<file path="src/rtl/fetch_pc_unit.sv">
// Instruction-fetch front end: PC register, 12-bit memory address, one-deep fetch register,
// branch/jump/jump-register redirects with stall and halt-on-fault. Optional counters: FETCH_PERF_CNT_EN.
module fetch_pc_unit #(
    parameter logic [31:0] RESET_PC = 32'h0000_0000
) (
    input  logic        clk,
    input  logic        reset,
    input  logic        Stall,
    input  logic        Branch,
    input  logic [15:0] BranchOffset,
    input  logic        Jump,
    input  logic [25:0] JumpIndex,
    input  logic        JumpReg,
    input  logic [31:0] JumpRegTarget,
    output logic [11:0] ReadAddress,
    input  logic [31:0] Instruction,
    output logic [31:0] FetchInstr,
    output logic [31:0] FetchPC,
    output logic        FetchValid,
    output logic        Halted,
    output logic [1:0]  FaultCode
`ifdef FETCH_PERF_CNT_EN
    ,
    output logic [31:0] FetchCount,
    output logic [31:0] FlushCount
`endif
);

    if ((RESET_PC[1:0] != 2'b00) || (RESET_PC[31:12] != 20'h0)) begin : g_bad_reset_pc
        $error("fetch_pc_unit: RESET_PC must be word-aligned and below 0x1000");
    end

    // state | meaning
    // RUN   | fetching; PC advances or redirects unless stalled
    // HALT  | illegal fetch target seen; frozen until reset
    typedef enum logic {RUN = 1'b0, HALT = 1'b1} state_t;

    state_t      r_state, w_state_next;
    logic [31:0] r_pc;
    logic [31:0] r_fetch_instr;
    logic [31:0] r_fetch_pc;
    logic        r_fetch_valid;
    logic [1:0]  r_fault;

    logic [31:0] w_base;
    logic [31:0] w_br_target;
    logic [31:0] w_j_target;
    logic [31:0] w_target;
    logic [31:0] w_next_pc;
    logic        w_redirect;
    logic        w_advance;
    logic [1:0]  w_fault_code;

    // Redirects are relative to the instruction sitting in the fetch register.
    assign w_base      = r_fetch_pc + 32'd4;
    assign w_br_target = w_base + {{14{BranchOffset[15]}}, BranchOffset, 2'b00};
    assign w_j_target  = {w_base[31:28], JumpIndex, 2'b00};
    assign w_redirect  = JumpReg | Jump | Branch;
    assign w_advance   = (r_state == RUN) && !Stall;

    always_comb begin
        w_target = w_br_target;
        if (JumpReg) begin
            w_target = JumpRegTarget;
        end else if (Jump) begin
            w_target = w_j_target;
        end
    end

    assign w_next_pc = w_redirect ? w_target : (r_pc + 32'd4);

    always_comb begin
        w_fault_code = 2'b00;
        if (w_next_pc[1:0] != 2'b00) begin
            w_fault_code = 2'b01;
        end else if (w_next_pc[31:12] != 20'h0) begin
            w_fault_code = 2'b10;
        end
    end

    always_ff @(posedge clk) begin
        if (reset) begin
            r_state <= RUN;
        end else begin
            r_state <= w_state_next;
        end
    end

    always_comb begin
        w_state_next = r_state;
        if (w_advance && (w_fault_code != 2'b00)) begin
            w_state_next = HALT;
        end
    end

    always_ff @(posedge clk) begin
        if (reset) begin
            r_pc          <= RESET_PC;
            r_fetch_instr <= 32'h0;
            r_fetch_pc    <= 32'h0;
            r_fetch_valid <= 1'b0;
            r_fault       <= 2'b00;
        end else if (r_state == HALT) begin
            r_fetch_valid <= 1'b0;
        end else if (!Stall) begin
            r_fetch_pc    <= r_pc;
            r_fetch_instr <= w_redirect ? 32'h0 : Instruction;
            r_fetch_valid <= !w_redirect;
            // A faulting target never reaches the PC, so ReadAddress stays on the last legal word.
            if (w_fault_code != 2'b00) begin
                r_fault <= w_fault_code;
            end else begin
                r_pc <= w_next_pc;
            end
        end
    end

`ifdef FETCH_PERF_CNT_EN
    logic [31:0] r_fetch_cnt;
    logic [31:0] r_flush_cnt;

    always_ff @(posedge clk) begin
        if (reset) begin
            r_fetch_cnt <= 32'h0;
            r_flush_cnt <= 32'h0;
        end else if (w_advance) begin
            if (!w_redirect && (r_fetch_cnt != 32'hFFFF_FFFF)) begin
                r_fetch_cnt <= r_fetch_cnt + 32'd1;
            end
            if (w_redirect && (r_flush_cnt != 32'hFFFF_FFFF)) begin
                r_flush_cnt <= r_flush_cnt + 32'd1;
            end
        end
    end

    assign FetchCount = r_fetch_cnt;
    assign FlushCount = r_flush_cnt;
`endif

    assign ReadAddress = r_pc[11:0];
    assign FetchInstr  = r_fetch_instr;
    assign FetchPC     = r_fetch_pc;
    assign FetchValid  = r_fetch_valid;
    assign Halted      = (r_state == HALT);
    assign FaultCode   = r_fault;

endmodule

</file>
<file path="config.mk">
export PLATFORM = sky130hd
export DESIGN_NAME = fetch_pc_unit
export DESIGN_NICKNAME = d
export VERILOG_FILES = /design/src/rtl/fetch_pc_unit.sv
export SDC_FILE = /design/constraint.sdc
export NUM_CORES = 1
export LEC_CHECK = 0
export CORE_ASPECT_RATIO = 1.75
export CORE_MARGIN = 2
export CORE_UTILIZATION = 54
export DETAILED_ROUTE_END_ITERATION = 8
export PLACE_DENSITY = 0.87
export SYNTH_ARGS = -nofsm -noshare
export SYNTH_HDL_FRONTEND = slang
export SYNTH_SLANG_ARGS = --single-unit
</file>
<file path="constraint.sdc">
create_clock -name clk -period 12.9 [get_ports clk]
set_input_delay 2.58 -clock clk [delete_from_list [all_inputs] [get_ports clk]]
set_output_delay 2.58 -clock clk [all_outputs]
set_load 0.01 [all_outputs]
</file>
-- Yosys cells after proc, flatten, opt, wreduce, memory -nomap -nowiden
Index checks and enable logic that the tools add are counted.
- $add $sub $neg: 3
- reduce and logical (&&, ||, !) cells: 11
- bitwise gates (word level): 5
- muxes and demuxes: 6
- operators by type and width (operator ; count):
    32-bit 2-to-1 mux ; 4
    32-bit by 3-bit adder with 32-bit output (second input constant) ; 2
    32-bit adder ; 1
    20-bit nonzero test ; 1
    3-bit AND reduction ; 2
    2-bit 2-to-1 mux ; 2
    2-bit nonzero test ; 2
    1-bit inverter ; 3
    1-bit logical AND ; 2
    1-bit logical NOT ; 2
    1-bit bitwise OR ; 2
    2-bit AND reduction ; 1
    2-bit OR reduction ; 1
- bits in registers: 100
- input bits: 112

-- Logic depth before layout (Yosys ltp)
Gate-level depths: netlist (run 1).
- depth in word-level cells: 11
- gate-level depth with buffers: 21

-- Least setup slack after synthesis (run 1)
OpenSTA, ideal clock, no wires.
- kind: input-to-reg
- start: input port BranchOffset[0]
- end: register r_pc[4]
- setup slack: 7.099 ns
- arrival time: 5.664 ns
- data required time: 12.763 ns
- cell stages on the path: 14
- buffers on the path: 2
- cells stage by stage: ha_1 fa_1 a211oi_1 o211ai_1 a221oi_2 o31ai_1 o221a_1 o22ai_1 o2111ai_2 nor4_4 and3_1 buf_6 buf_12 a211oi_2
- cells in the longest elaborated chain, start to end: 10
- ends and longest elaborated chain (item ; line ; text):
    start, declared ; 10 ; input logic [15:0] BranchOffset,
    32-bit adder * ; 56 ; assign w_br_target = w_base + {{14{BranchOffset[15]}}, BranchOffset, 2'b00};
    32-bit 2-to-1 mux * ; 65 ; end else if (Jump) begin
    32-bit 2-to-1 mux * ; 63 ; if (JumpReg) begin
    32-bit 2-to-1 mux * ; 70 ; assign w_next_pc = w_redirect ? w_target : (r_pc + 32'd4);
    20-bit nonzero test ; 76 ; end else if (w_next_pc[31:12] != 20'h0) begin
    2-bit 2-to-1 mux ; 76 ;
    2-bit 2-to-1 mux ; 74 ; if (w_next_pc[1:0] != 2'b00) begin
    2-bit nonzero test ; 110 ; if (w_fault_code != 2'b00) begin
    1-bit inverter (no line) ; -- ;
    3-bit AND reduction (no line) ; -- ;
    end signal, assigned ; 113 ; r_pc <= w_next_pc;
    end, declared ; 39 ; logic [31:0] r_pc;
Mark *: on every way between the ends. The rest lies on a longest branch, timed or not.
A chain may end at the register's enable or synchronous reset.

-- Final worst setup path (run 1)
- start: input port BranchOffset[6]
- end: register r_pc[26]
Same word-level chain as after synthesis.

==> results of run 1 <==
-- kinds of logic (layout without fill, tap and decap cells) --
logic type      count (synthesis)  after routing  share of synthesized area (%)
compound gates                275            275                           23.6
simple gates                  439            439                           28.6
xor+xnor                       65             65                           7.58
mux                            11             11                           1.53
fa+ha+maj                      35             35                           5.93
buf+inv                        96            228                           6.06
flops                         100            100                           26.6
-- power by group --
part           internal, mW  total (mW)  switching [mW]  leakage, nW
logic                0.0570       0.128          0.0706         2.38
clock network         0.191       0.311           0.121        0.160
registers             0.311       0.312         0.00140        0.806
-- cell usage in the layout (no fill, tap or decap), types with 15 or more instances in the layout --
cell type        synthesis  final
nand4_1                 22     22
xnor2_1                 38     38
nand2_1                176    176
xor2_1                  27     27
clkdlybuf4s50_1          0    189
inv_1                   15     15
nor3b_1                 23     23
nand3_1                 72     72
dfxtp_1                100    100
ha_1                    34     34
a21oi_1                105    105
nor2_1                  73     71
o21ai_0                 52     52
-- cells in the mapped netlist, types with 4 or more instances --
| master | n |
|---|---|
| buf_1 | 12 |
| a211oi_1 | 10 |
| o221ai_1 | 7 |
| o21ai_0 | 52 |
| buf_4 | 12 |
| or3_1 | 7 |
| clkbuf_1 | 44 |
| mux2i_1 | 7 |
| nand3_1 | 72 |
| o31ai_1 | 4 |
| o211ai_1 | 9 |
| nor2_1 | 73 |
| ha_1 | 34 |
| a21oi_1 | 105 |
| o22ai_1 | 7 |
| and4_1 | 12 |
| xor2_1 | 27 |
| inv_1 | 15 |
| a21o_1 | 5 |
| nor3b_1 | 23 |
| nor3_1 | 12 |
| a31oi_1 | 10 |
| nor4_1 | 7 |
| xnor2_1 | 38 |
| o311ai_0 | 5 |
| and3_1 | 8 |
| nand2_1 | 176 |
| nand2b_1 | 7 |
| and2_1 | 4 |
| buf_2 | 9 |
| o21a_1 | 9 |
| o221a_1 | 4 |
| dfxtp_1 | 100 |
| nand4_1 | 22 |
| a211oi_2 | 8 |
-- area by class of cell --
| cell class | instances | area (µm²) |
|---|---|---|
| Inverter | 15 | 56.3 |
| Multi-Input combinational cell | 825 | 5070 |
| Tap cell | 177 | 221 |
| Fill cell | 1128 | 4120 |
| Clock inverter | 7 | 124 |
| Sequential cell | 100 | 2000 |
| Timing Repair Buffer | 197 | 1950 |
| Clock buffer | 9 | 225 |
-- worst min-delay path by stage --
stage | end | cells after the start
floorplan | FetchPC[1] | 2
global placement | FetchInstr[16] | 2
detailed placement | FetchInstr[6] | 2
CTS | FetchInstr[11] | 2
global route | FetchInstr[11] | 2
finish | FetchInstr[11] | 2
-- metal layers --
layer	vias to the layer above	GRT usage (%)
met3	112	5.94
met5	-	0
met4	0	25.3
met2	455	62.7
li1	3945	-
met1	3884	36.4
-- metrics by stage --
| step | instance area (µm²) | instances | hold WS, ps | worst slack, ps |
|---|---|---|---|---|
| 2_1_floorplan | 7510 | 1021 | 453 | 7100 |
| 3_3_place_gp | 9300 | 1314 | 437 | 5210 |
| 3_5_place_dp | 9300 | 1314 | 442 | 5080 |
| 4_1_cts | 9650 | 1330 | 451 | 5370 |
| 5_1_grt | 9650 | 1330 | 467 | 4930 |
| 6_report | 9650 | 1330 | 449 | 5150 |
-- sequential cells by signal (all words and copies together) (netlist names) --
register	count
FetchInstr	32
FetchPC	32
r_pc	32
FaultCode	2
FetchValid	1
Halted	1
-- worst reg2reg max path, delay by kind of cell, from the launching register on --
family	cells	cell delay, ps
simple gates	7	2480
compound gates	4	1750
fa+ha+maj	2	670
flops	1	430
xor+xnor	2	430
buf+inv	1	350
==> results.json, run 1 <==
{
  "vias": 8396,
  "antenna_found_initial": 0,
  "synthDistinctLibCells": 76,
  "p_leak_nw": 3.35,
  "tns_ps": 0,
  "hold_start": "FetchInstr[11]",
  "crit_type": "input port to flip-flop",
  "rrSetupSlack_ps": 6630,
  "grt_pass1_vias": 8164,
  "r2r_start": "FetchPC[2]",
  "final.setup_skew_ps": 6.18,
  "cts_sinks": 100,
  "coreArea_um2": 13800,
  "drc": 0,
  "finalCriticalPeriod_ps": 7750,
  "cts_tree": "built",
  "min_path_type": "flip-flop to flip-flop",
  "wl_met1_um": 9350,
  "pwr_density_cell_nw_per_um2": 77.8,
  "post_drt_wl_per_cell_um": 20.4,
  "grt_setup_unrepaired": "no",
  "drv_slew": 0,
  "critPathTopFamily": "simple AND/OR/NAND/NOR gates",
  "place.gp.congestion": 1.10,
  "cts_setup_buffers": 0,
  "io_buffers": 191,
  "yosys_most_used_dff": "dfxtp_1",
  "die-height_um": 160,
  "r2r_cells": 16,
  "power_mw": 0.751,
  "cts_hold_buf": 0,
  "antenna-diode-count": 0,
  "drtIter0Drc": 585,
  "cts.clk_slew.worst_paths_ps": 70,
  "clk_latency_ps": 350,
  "drt_pass1_iterations": 7,
  "fmax_mhz": 129,
  "hold_viol_final": 0,
  "critical_path_arrival_ps": 7930,
  "top_layer_used": "met4",
  "worstSetupEndpointType": "flip-flop",
  "grt_start_max_net_pins": 100,
  "syn_avg_cell_area_um2": 7.36,
  "die-area_um2": 14900,
  "syn_nets": 1168,
  "crit_path_max_fanout": 22,
  "synth_warnings": 0,
  "route.met2.wl_um": 13800,
  "grt_pass1_wl_um": 41600,
  "synth-edff-count": 0,
  "tightest_slew_ps": 1290,
  "slowest_delay_ps": 1000,
  "cts.path.max_buffers": 2,
  "synth_top_area_share_pct": 26.6,
  "maxCapViolCount": 0,
  "yosysTopAreaCell": "dfxtp_1",
  "vdd_drop_max_mv": 0.113,
  "root_buffer": "clkbuf_16",
  "cp.depth": 13,
  "start_util_pct": 54.6,
  "cp-startpoint": "BranchOffset[6]",
  "status": "completed",
  "async_flop_share_pct": 0,
  "nNetsFinal": 1295,
  "io_pins": 192,
  "rows": 57,
  "synth_seq_cells": 100,
  "ys_top_cells_by_area": "dfxtp_1, nand2_1, a21oi_1, ha_1, nand3_1",
  "track_usage_pct": 35.3,
  "gr-total-overflow": 0,
  "min_period_over_period_pct": 60.1,
  "synth-seq-area-share_pct": 26.6,
  "cpMaxStageDelayCell": "a311oi_1",
  "hpwl_um": 20600,
  "syn_to_final_growth_pct": 28.4,
  "drive_above_1_share_pct": 4.25,
  "htreeDepth": 3,
  "finalSetupViolations": 0,
  "r2r_end": "r_pc[26]",
  "worst-endpoint-required_ps": 13080,
  "path_cells": "clkdlybuf4s50_1, ha_1, a21o_1, nand3_1, a311oi_1, nor2_1, xnor2_1, a221oi_1, o2111ai_1, nor4_2, and3_1, buf_4, nor3b_1",
  "drt_wl_total_um": 27200,
  "endpoint": "r_pc[26]",
  "crit_buf_inv": 2,
  "die_w_um": 93.2,
  "cts_buffers": 9,
  "cp-start-kind": "input port",
  "cts_resized": 0,
  "syn_area_um2": 7510,
  "final_util_pct": 70.1,
  "vias_per_cell": 6.31,
  "wl_met3_um": 2000,
  "ant_nets": 0,
  "max-slew-margin-rel_pct": 13.3,
  "syn_inst": 1021
}
(Power assumes the default switching activity.)
==> run 2: changes to the inputs <==
Settings changed: CORE_UTILIZATION 54 to 46, PLACE_DENSITY 0.87 to 0.79.
Clock period 12.9 ns to 7.1 ns, I/O delays scaled along.
==> results.json, run 2 (same netlist as run 1, synthesis figures left out) <==
{
  "status": "completed",
  "hold_viol_final": 0,
  "die-area_um2": 17400,
  "worstSetupEndpointType": "flip-flop",
  "pwr-share-clk_pct": 38.1,
  "min_path_type": "flip-flop to flip-flop",
  "fillers": 1474,
  "p_sw_mw": 0.352,
  "drt_wl_total_um": 28400,
  "io_pins": 192,
  "whs_endpoint": "FetchInstr[23]",
  "clk_latency_ps": 350,
  "maxCapViolCount": 0,
  "htreeDepth": 3,
  "syn_to_final_growth_pct": 28.7,
  "grt_setup_unrepaired": "no",
  "drtIter0Drc": 413,
  "timing.hold.ws_ps": 451,
  "drv_slew": 0,
  "swShare_pct": 27.1,
  "max-slew-margin-rel_pct": 34.6,
  "place.gp.congestion": 1.15,
  "r2r_end": "r_pc[3]",
  "cts_sinks": 100,
  "hold_start": "FetchInstr[23]",
  "tns_ps": 0,
  "finalSetupViolations": 0,
  "internal-power_mw": 0.944,
  "cts_tree": "built",
  "final_area_um2": 9670,
  "drive_above_1_share_pct": 4.83,
  "pwr_density_cell_nw_per_um2": 134,
  "vias": 8326,
  "placed_area_um2": 9370,
  "cts.clk_slew.worst_paths_ps": 70,
  "nNetsFinal": 1302,
  "fmax_mhz": 162,
  "rrSetupSlack_ps": 1130,
  "cts_buffers": 9,
  "tightest_slew_ps": 979,
  "antenna_found_initial": 0,
  "hpwl_um": 22200,
  "io_buffers": 191,
  "cp-start-kind": "input port",
  "finalCriticalPeriod_ps": 6170,
  "antenna-diode-count": 0,
  "power_mw": 1.30,
  "final_cell_mix": "clkdlybuf4s50_1, nand2_1, a21oi_1",
  "final_common_cell": "clkdlybuf4s50_1",
  "p_leak_nw": 3.37,
  "cts.path.max_buffers": 2,
  "drt_pass1_iterations": 5,
  "vias_per_cell": 6.17,
  "min_path_cells": 2,
  "rows": 61,
  "crit_type": "input port to flip-flop",
  "cts_hold_buf": 0,
  "r2r_start": "FetchPC[11]",
  "root_buffer": "clkbuf_16",
  "r2r_cells": 16,
  "min_period_over_period_pct": 86.9,
  "final.setup_skew_ps": 3.27,
  "gr-total-overflow": 0,
  "track_usage_pct": 31.9,
  "die-height_um": 173,
  "pwr-share-seq_pct": 43.7,
  "worst-endpoint-required_ps": 7380,
  "grt_start_max_net_pins": 66,
  "cts_setup_buffers": 0,
  "crit_path_max_fanout": 20,
  "post_drt_wl_per_cell_um": 21.1,
  "ant_nets": 0,
  "critical_path_arrival_ps": 6450,
  "combPwrFrac_pct": 18.2,
  "grt_pass1_wl_um": 43200,
  "start_util_pct": 47.1,
  "drc": 0,
  "grt_pass1_vias": 8156,
  "cts_resized": 0,
  "coreArea_um2": 16000,
  "vdd_drop_max_mv": 0.200,
  "die_w_um": 101
}
run 2: cell count changes in the layout (fill, tap and decap cells not counted), sizes merged:
cell	change
buf	+7
clkinv	+3
bufinv	-2
clkinvlp	-1
run 2: per-stage QoR:
step	util [%]	cells	setup slack [ps]
floorplan	-	1021	2460
finish	60.6	1349	927
CTS	60.6	1349	1360
detailed placement	58.7	1333	1040
global route	60.6	1349	882
global placement	58.7	1333	1040
run 2: worst max-delay path by stage:
| stage | slack [ps] | end | from |
|---|---|---|---|
| final | 930 | r_pc[3] | BranchOffset[15] |
| after global routing | 880 | r_pc[26] | BranchOffset[15] |
| after global placement | 1040 | r_pc[25] | BranchOffset[15] |
| after floorplan | 2460 | r_pc[4] | BranchOffset[0] |
| after CTS | 1360 | r_pc[26] | BranchOffset[15] |
| after detailed placement | 1040 | r_pc[26] | BranchOffset[15] |
run 2: layout make-up:
type                       count  area [µm²]  area share [%]
clock inverter                 7        76.3           0.789
tap                          189         236            2.45
multi-input combinational    825        5070            52.5
timing repair buffer         204        2000            20.7
clock buffer                   9         225            2.33
inverter                      15        56.3           0.582
sequential                   100        2000            20.7
run 2: power groups by stage:
stage | Clock (mW) | Combinational, mW | Sequential [mW]
after detailed placement | 0 | 0.231 | 0.580
final | 0.493 | 0.236 | 0.567
after floorplan | 0 | 0.116 | 0.581
after global placement | 0 | 0.231 | 0.580
after CTS | 0.500 | 0.233 | 0.567
after global routing | 0.521 | 0.252 | 0.567
run 2: worst max-delay path, stage by stage:
cell,delay [ps]
clkdlybuf4s50_1,830
ha_1,730
nand4_1,300
nor3_1,800
o211ai_1,480
nand3_1,240
xnor2_1,180
a21oi_1,180
nor4_4,610
and3_1,270
buf_4,210
mux2i_1,190
run 2: layer usage:
metal,global-route usage (%),wire length (µm),up-vias
met1,32.3,9880,3854
li1,-,-,3959
met4,25.4,2640,0
met3,4.81,1530,123
met5,0,0,-
met2,56.3,14400,390
==> run 3: changes to the inputs <==
Settings changed: ABC_CLOCK_PERIOD_IN_PS set to 7100, CTS_CLUSTER_SIZE set to 25.
==> results of run 3 <==
Same layout as run 2: the final DEF is identical, and so are final timing and power.
